===== src/rtl/sum_of_squares_pkg.sv =====
// ============================================================================
// Module      : sum_of_squares_pkg
// Description : Shared widths, FSM state encoding and magnitude clamp helper
//               for the serial sum-of-squares front-end.
// Revision    : 1.0 - initial release
// ============================================================================
`default_nettype none

package sum_of_squares_pkg;

    localparam int C_IN_W  = 11;
    localparam int C_MAG_W = 10;
    localparam int C_OUT_W = 21;

    typedef enum logic [1:0] {
        ST_IDLE = 2'd0,
        ST_SQ_X = 2'd1,
        ST_SQ_Y = 2'd2,
        ST_DONE = 2'd3
    } sos_state_t;

    // |v| saturated to the largest MAG_W-bit value; the extra bit keeps -2^(IN_W-1) exact
    function automatic logic [C_MAG_W-1:0] clamp_abs(input logic signed [C_IN_W-1:0] v);
        logic [C_IN_W:0]    mag;
        logic [C_MAG_W-1:0] mag_max;
        mag_max = '1;
        mag     = v[C_IN_W-1] ? (~{v[C_IN_W-1], v} + 1'b1) : {1'b0, v};
        if (mag > {{(C_IN_W+1-C_MAG_W){1'b0}}, mag_max})
            return mag_max;
        else
            return mag[C_MAG_W-1:0];
    endfunction

endpackage

`default_nettype wire


===== src/rtl/sum_of_squares_serial_squarer.sv =====
// ============================================================================
// Module      : serial_squarer
// Description : LSB-first shift-add squarer adding into an external accumulator.
// Revision    : 1.0 - initial release
// ============================================================================
`default_nettype none

module serial_squarer
    import sum_of_squares_pkg::*;
#(
    parameter int MAG_W = C_MAG_W,
    parameter int OUT_W = C_OUT_W
) (
    input  logic             clk,
    input  logic             rst,
    input  logic             i_load,
    input  logic [MAG_W-1:0] i_operand,
    input  logic             i_step,
    input  logic [OUT_W-1:0] i_acc,
    output logic [OUT_W-1:0] o_acc_next,
    output logic             o_done
);

    localparam int CNT_W = $clog2(MAG_W);
    localparam logic [CNT_W-1:0] C_LAST = CNT_W'(MAG_W - 1);

    logic [MAG_W-1:0] r_operand;
    logic [CNT_W-1:0] r_count;
    logic [OUT_W-1:0] w_shifted;

    // Load wins over step so the second operand can be queued on the last step edge
    always_ff @(posedge clk) begin
        if (rst) begin
            r_operand <= '0;
            r_count   <= '0;
        end else if (i_load) begin
            r_operand <= i_operand;
            r_count   <= '0;
        end else if (i_step) begin
            r_count   <= (r_count == C_LAST) ? '0 : r_count + 1'b1;
        end
    end

    assign w_shifted  = OUT_W'(r_operand) << r_count;
    assign o_acc_next = i_acc + (r_operand[r_count] ? w_shifted : '0);
    assign o_done     = i_step && (r_count == C_LAST);

endmodule

`default_nettype wire


===== src/rtl/sum_of_squares.sv =====
// ============================================================================
// Module      : sum_of_squares
// Description : Handshaked dx^2 + dy^2 using one shared serial squarer.
// Revision    : 1.0 - initial release
// ============================================================================
`default_nettype none

module sum_of_squares
    import sum_of_squares_pkg::*;
#(
    parameter int IN_W  = C_IN_W,
    parameter int MAG_W = C_MAG_W,
    parameter int OUT_W = C_OUT_W
) (
    input  logic                   clk,
    input  logic                   rst,
    input  logic                   in_valid,
    output logic                   in_ready,
    input  logic signed [IN_W-1:0] dx,
    input  logic signed [IN_W-1:0] dy,
    output logic                   out_valid,
    input  logic                   out_ready,
    output logic [OUT_W-1:0]       sum
);

    sos_state_t       r_state;
    sos_state_t       w_state_next;
    logic [MAG_W-1:0] r_mag_y;
    logic [OUT_W-1:0] r_acc;
    logic [OUT_W-1:0] w_acc_next;
    logic             w_accept;
    logic             w_step;
    logic             w_done;
    logic             w_load;
    logic [MAG_W-1:0] w_operand;

    assign w_accept  = in_valid && (r_state == ST_IDLE);
    assign w_step    = (r_state == ST_SQ_X) || (r_state == ST_SQ_Y);
    assign w_load    = w_accept || ((r_state == ST_SQ_X) && w_done);
    assign w_operand = w_accept ? clamp_abs(dx) : r_mag_y;

    always_ff @(posedge clk) begin
        if (rst)
            r_state <= ST_IDLE;
        else
            r_state <= w_state_next;
    end

    always_comb begin
        w_state_next = r_state;
        case (r_state)
            ST_IDLE: if (in_valid)  w_state_next = ST_SQ_X;
            ST_SQ_X: if (w_done)    w_state_next = ST_SQ_Y;
            ST_SQ_Y: if (w_done)    w_state_next = ST_DONE;
            ST_DONE: if (out_ready) w_state_next = ST_IDLE;
            default:                w_state_next = ST_IDLE;
        endcase
    end

    // Handshake flags decode straight from the state register
    always_comb begin
        in_ready  = 1'b0;
        out_valid = 1'b0;
        case (r_state)
            ST_IDLE: in_ready  = 1'b1;
            ST_DONE: out_valid = 1'b1;
            default: ;
        endcase
    end

    always_ff @(posedge clk) begin
        if (rst) begin
            r_acc   <= '0;
            r_mag_y <= '0;
        end else if (w_accept) begin
            r_acc   <= '0;
            r_mag_y <= clamp_abs(dy);
        end else if (w_step) begin
            r_acc   <= w_acc_next;
        end
    end

    serial_squarer #(
        .MAG_W (MAG_W),
        .OUT_W (OUT_W)
    ) u_squarer (
        .clk        (clk),
        .rst        (rst),
        .i_load     (w_load),
        .i_operand  (w_operand),
        .i_step     (w_step),
        .i_acc      (r_acc),
        .o_acc_next (w_acc_next),
        .o_done     (w_done)
    );

    assign sum = r_acc;

endmodule

`default_nettype wire


===== config.mk =====
export PLATFORM = sky130hd
export DESIGN_NAME = sum_of_squares
export DESIGN_NICKNAME = d
export VERILOG_FILES = /design/src/rtl/sum_of_squares_pkg.sv /design/src/rtl/sum_of_squares_serial_squarer.sv /design/src/rtl/sum_of_squares.sv
export SDC_FILE = /design/constraint.sdc
export NUM_CORES = 1
export LEC_CHECK = 0
export CAP_MARGIN = 20
export CORE_AREA = 2 2 129 131
export CTS_CLUSTER_DIAMETER = 30
export CTS_CLUSTER_SIZE = 8
export DETAILED_ROUTE_END_ITERATION = 12
export DIE_AREA = 0 0 131 133
export GPL_ROUTABILITY_DRIVEN = 0
export GPL_TIMING_DRIVEN = 0
export PLACE_DENSITY = 0.48
export SETUP_SLACK_MARGIN = 0.02
export SLEW_MARGIN = 0
export SYNTH_ARGS = -nofsm -noshare
export SYNTH_HDL_FRONTEND = slang
export SYNTH_SLANG_ARGS = --single-unit

===== constraint.sdc =====
create_clock -name clk -period 4.5 [get_ports clk]
set_input_delay 0.45 -clock clk [delete_from_list [all_inputs] [get_ports clk]]
set_output_delay 0.45 -clock clk [all_outputs]
set_load 0.1 [all_outputs]

==> flow_metrics.tcl, run 1 <==
set metrics [dict create \
    antenna_cells 0 \
    cts_resized 0 \
    slew_viol_final 0 \
    drt_wl_total_um 11100 \
    finalClockSkew_ps 6.40 \
    synth_cell_types 64 \
    ctsHtreeMaxLevel 2 \
    finalSetupTns_ps 0 \
    port_buffers 47 \
    power_density_nw_per_um2 418 \
    path_clk_slew_ps 70 \
    end_kind "flip-flop" \
    leakage_uw 0.00181 \
    ys_seq_area_share_pct 24.0 \
    syn_area_um2 3920 \
    power_frac_comb_pct 50.5 \
    nets 617 \
    die_h_um 133 \
    worst_slack_ps 435 \
    drive_gt1_share_pct 5.31 \
    crit_required_ps 4670 \
    io_pins 49 \
    drtPass1Iterations 4 \
    die_w_um 131 \
    switching_share_pct 45.3 \
    core_um2 16200 \
    grt_max_degree 17 \
    drt-initial-drc-count 197 \
    syn-num-nets 563 \
    status "finished clean" \
    antenna_found_initial 0 \
    max_freq_mhz 246 \
    synthFlopType "dfxtp_1" \
    power.switching_uw 916 \
    start_util_pct 24.2 \
    clock-sinks 47 \
    syn_avg_cell_area_um2 7.68 \
    ant_nets 0 \
    clockRootBuffer "clkbuf_16" \
    synthArstFlopShare_pct 0 \
    cts_setup_buffers 0 \
    rsz0062_at_grt "no" \
    synth-warning-count 0 \
    period_minus_slack_ps 4060 \
    cts.path.max_buffers 2 \
    cts_buffers 5 \
    timing.slew.headroom_pct 34.3 \
    postSynthCellCount 510 \
    worstPathArrival_ps 4230 \
    dp_slack_ps 445 \
    grt_first_pass_wirelength_um 18500 \
    ys_ff_latch 47 \
    grtUsageTotal_pct 13.2 \
    viasPerCell 4.92 \
    setup_viol 0 \
    clock_latency_ps 290 \
    drc 0 \
    cts_tree "yes" \
    synth-edff-count 0 \
    vias 3863 \
    row_count 47 \
    grt_pass1_vias 3742 \
    cp-start-kind "flip-flop" \
    post-route-period-util_pct 90.3 \
    dp_hpwl_um 8860 \
    r2r_slack_ps 440 \
    p_clk_share_pct 22.0 \
    peakVddDrop_mv 0.168 \
    cp_max_fo 10 \
    max_cap_violations 0 \
    path_class "reg2reg" \
    p_int_uw 1110 \
    tightestPinTransition_ps 983 \
    hp-class "reg2reg" \
    globalRouteOverflowTotal 0 \
    hold_viol_final 0 \
    die-area_um2 17400 \
    area.growth.synth_to_final_pct 23.4 \
    p_seq_share_pct 27.5 \
    wl_per_cell_um 14.2 \
    ctsHoldBuffers 0 \
]
[cells in the final DEF (no fill, tap or decap), types with 8 or more instances in the layout]
cell type and instances:
nor2_1 72, a21oi_1 54, clkdlybuf4s50_1 47, dfxtp_1 47
nand2_1 41, ha_1 26, mux2i_1 22, clkbuf_1 20
o21ai_0 20, xor2_1 18, inv_1 15, a211oi_1 15
nand3_1 14, nor3_1 11, xnor2_1 10, nor2b_1 8
a21o_1 8
[Yosys cell counts (all sizes together), types with 4 or more instances]
cell type  number  area [um^2]
o211ai          4         30.0
xnor2          10         87.6
and2            4         25.0
o21a            4         30.0
nor2b           8         50.1
inv            15         56.3
clkbuf         20         75.1
o31ai           7         66.3
a21o            8         60.1
o21ai          21          105
mux2i          22          220
ha             26          325
and3            5         31.3
a211oi         15          113
nand2          41          154
a21oi          54          270
nor2           72          270
mux2            6         67.6
buf             6         30.0
nand2b          7         43.8
nor3           11         55.1
xor2           18          158
dfxtp          47          941
nand3          14         70.1
a31oi           7         50.1
[final timing paths]
path | start | endpoint | cells past startpoint
setup reg to reg | u_squarer.r_count[0]$_SDFFE_PP0N_ | sum[14]$_SDFFE_PP0N_ | 14
hold reg to reg | r_mag_y[8]$_SDFFE_PP0P_ | r_mag_y[8]$_SDFFE_PP0P_ | 2
setup / recovery | u_squarer.r_count[0]$_SDFFE_PP0N_ | sum[14]$_SDFFE_PP0N_ | 14
hold / removal | r_mag_y[8]$_SDFFE_PP0P_ | r_mag_y[8]$_SDFFE_PP0P_ | 2
[power by group through the flow]
stage / Combinational (uW) / Sequential, uW / Clock [uW]
2_1_floorplan: 677 / 627 / 0
4_1_cts: 1030 / 556 / 459
3_3_place_gp: 1020 / 563 / 0
6_report: 1020 / 556 / 445
5_1_grt: 1130 / 566 / 476
3_5_place_dp: 1020 / 566 / 0
[flip-flops by register name, indices dropped and copies added, names as in the netlist]
name / flops
r_mag_y: 10
r_state: 2
u_squarer.r_count: 4
sum: 21
u_squarer.r_operand: 10
[metal layers]
metal  vias to the layer above  global-route usage [%]  share of wire [%]
li1                       1965                       -                  -
met1                      1813                    18.2                 49
met2                        77                    21.4                 47
met3                         8                    2.26                3.5
met4                         0                    2.84                1.1
met5                         -                       0                  0
[kinds of logic after synthesis]
family / after synthesis / synth area share (%)
simple gates: 185 / 22.4
compound gates: 150 / 25.2
flops: 47 / 24.0
buf+inv: 41 / 4.12
mux: 31 / 9.07
xor+xnor: 28 / 6.26
fa+ha+maj: 27 / 8.81
other cells: 1 / 0.0957
[through the flow]
step / hold slack [ps] / total power, uW / cell area, um^2 / util, % / std cells
after floorplan: 432 / 1300 / 3920 / - / 510
after global placement: 461 / 1580 / 4660 / 28.8 / 777
after detailed placement: 474 / 1590 / 4660 / 28.8 / 777
after CTS: 485 / 2040 / 4840 / 29.9 / 785
after global routing: 502 / 2170 / 4840 / 29.9 / 785
final: 475 / 2020 / 4840 / 29.9 / 785
[area by class of cell]
type	instances	area, um^2
Inverter	15	56.3
Fill cell	1729	11300
Sequential cell	47	941
Timing Repair Buffer	47	470
Clock inverter	3	47.5
Tap cell	220	275
Clock buffer	5	125
Buffer	26	105
Multi-Input combinational cell	422	2820
[critical path, stage by stage (launching register included)]
cell	delay, ps
dfxtp_1	320
buf_4	170
clkbuf_1	370
clkbuf_1	400
mux2i_1	360
nor2_1	70
a21oi_1	230
nor2b_1	220
ha_1	320
and3_1	230
a221oi_2	420
o211ai_1	280
a41oi_1	300
xor2_1	170
o21ai_0	80
(Power assumes the default switching activity.)
==> inputs of run 2 (changes only) <==
GPL_ROUTABILITY_DRIVEN = 1   (was 0)
==> results of run 2 <==
No change in the layout: final DEF, timing and power equal those of run 1.
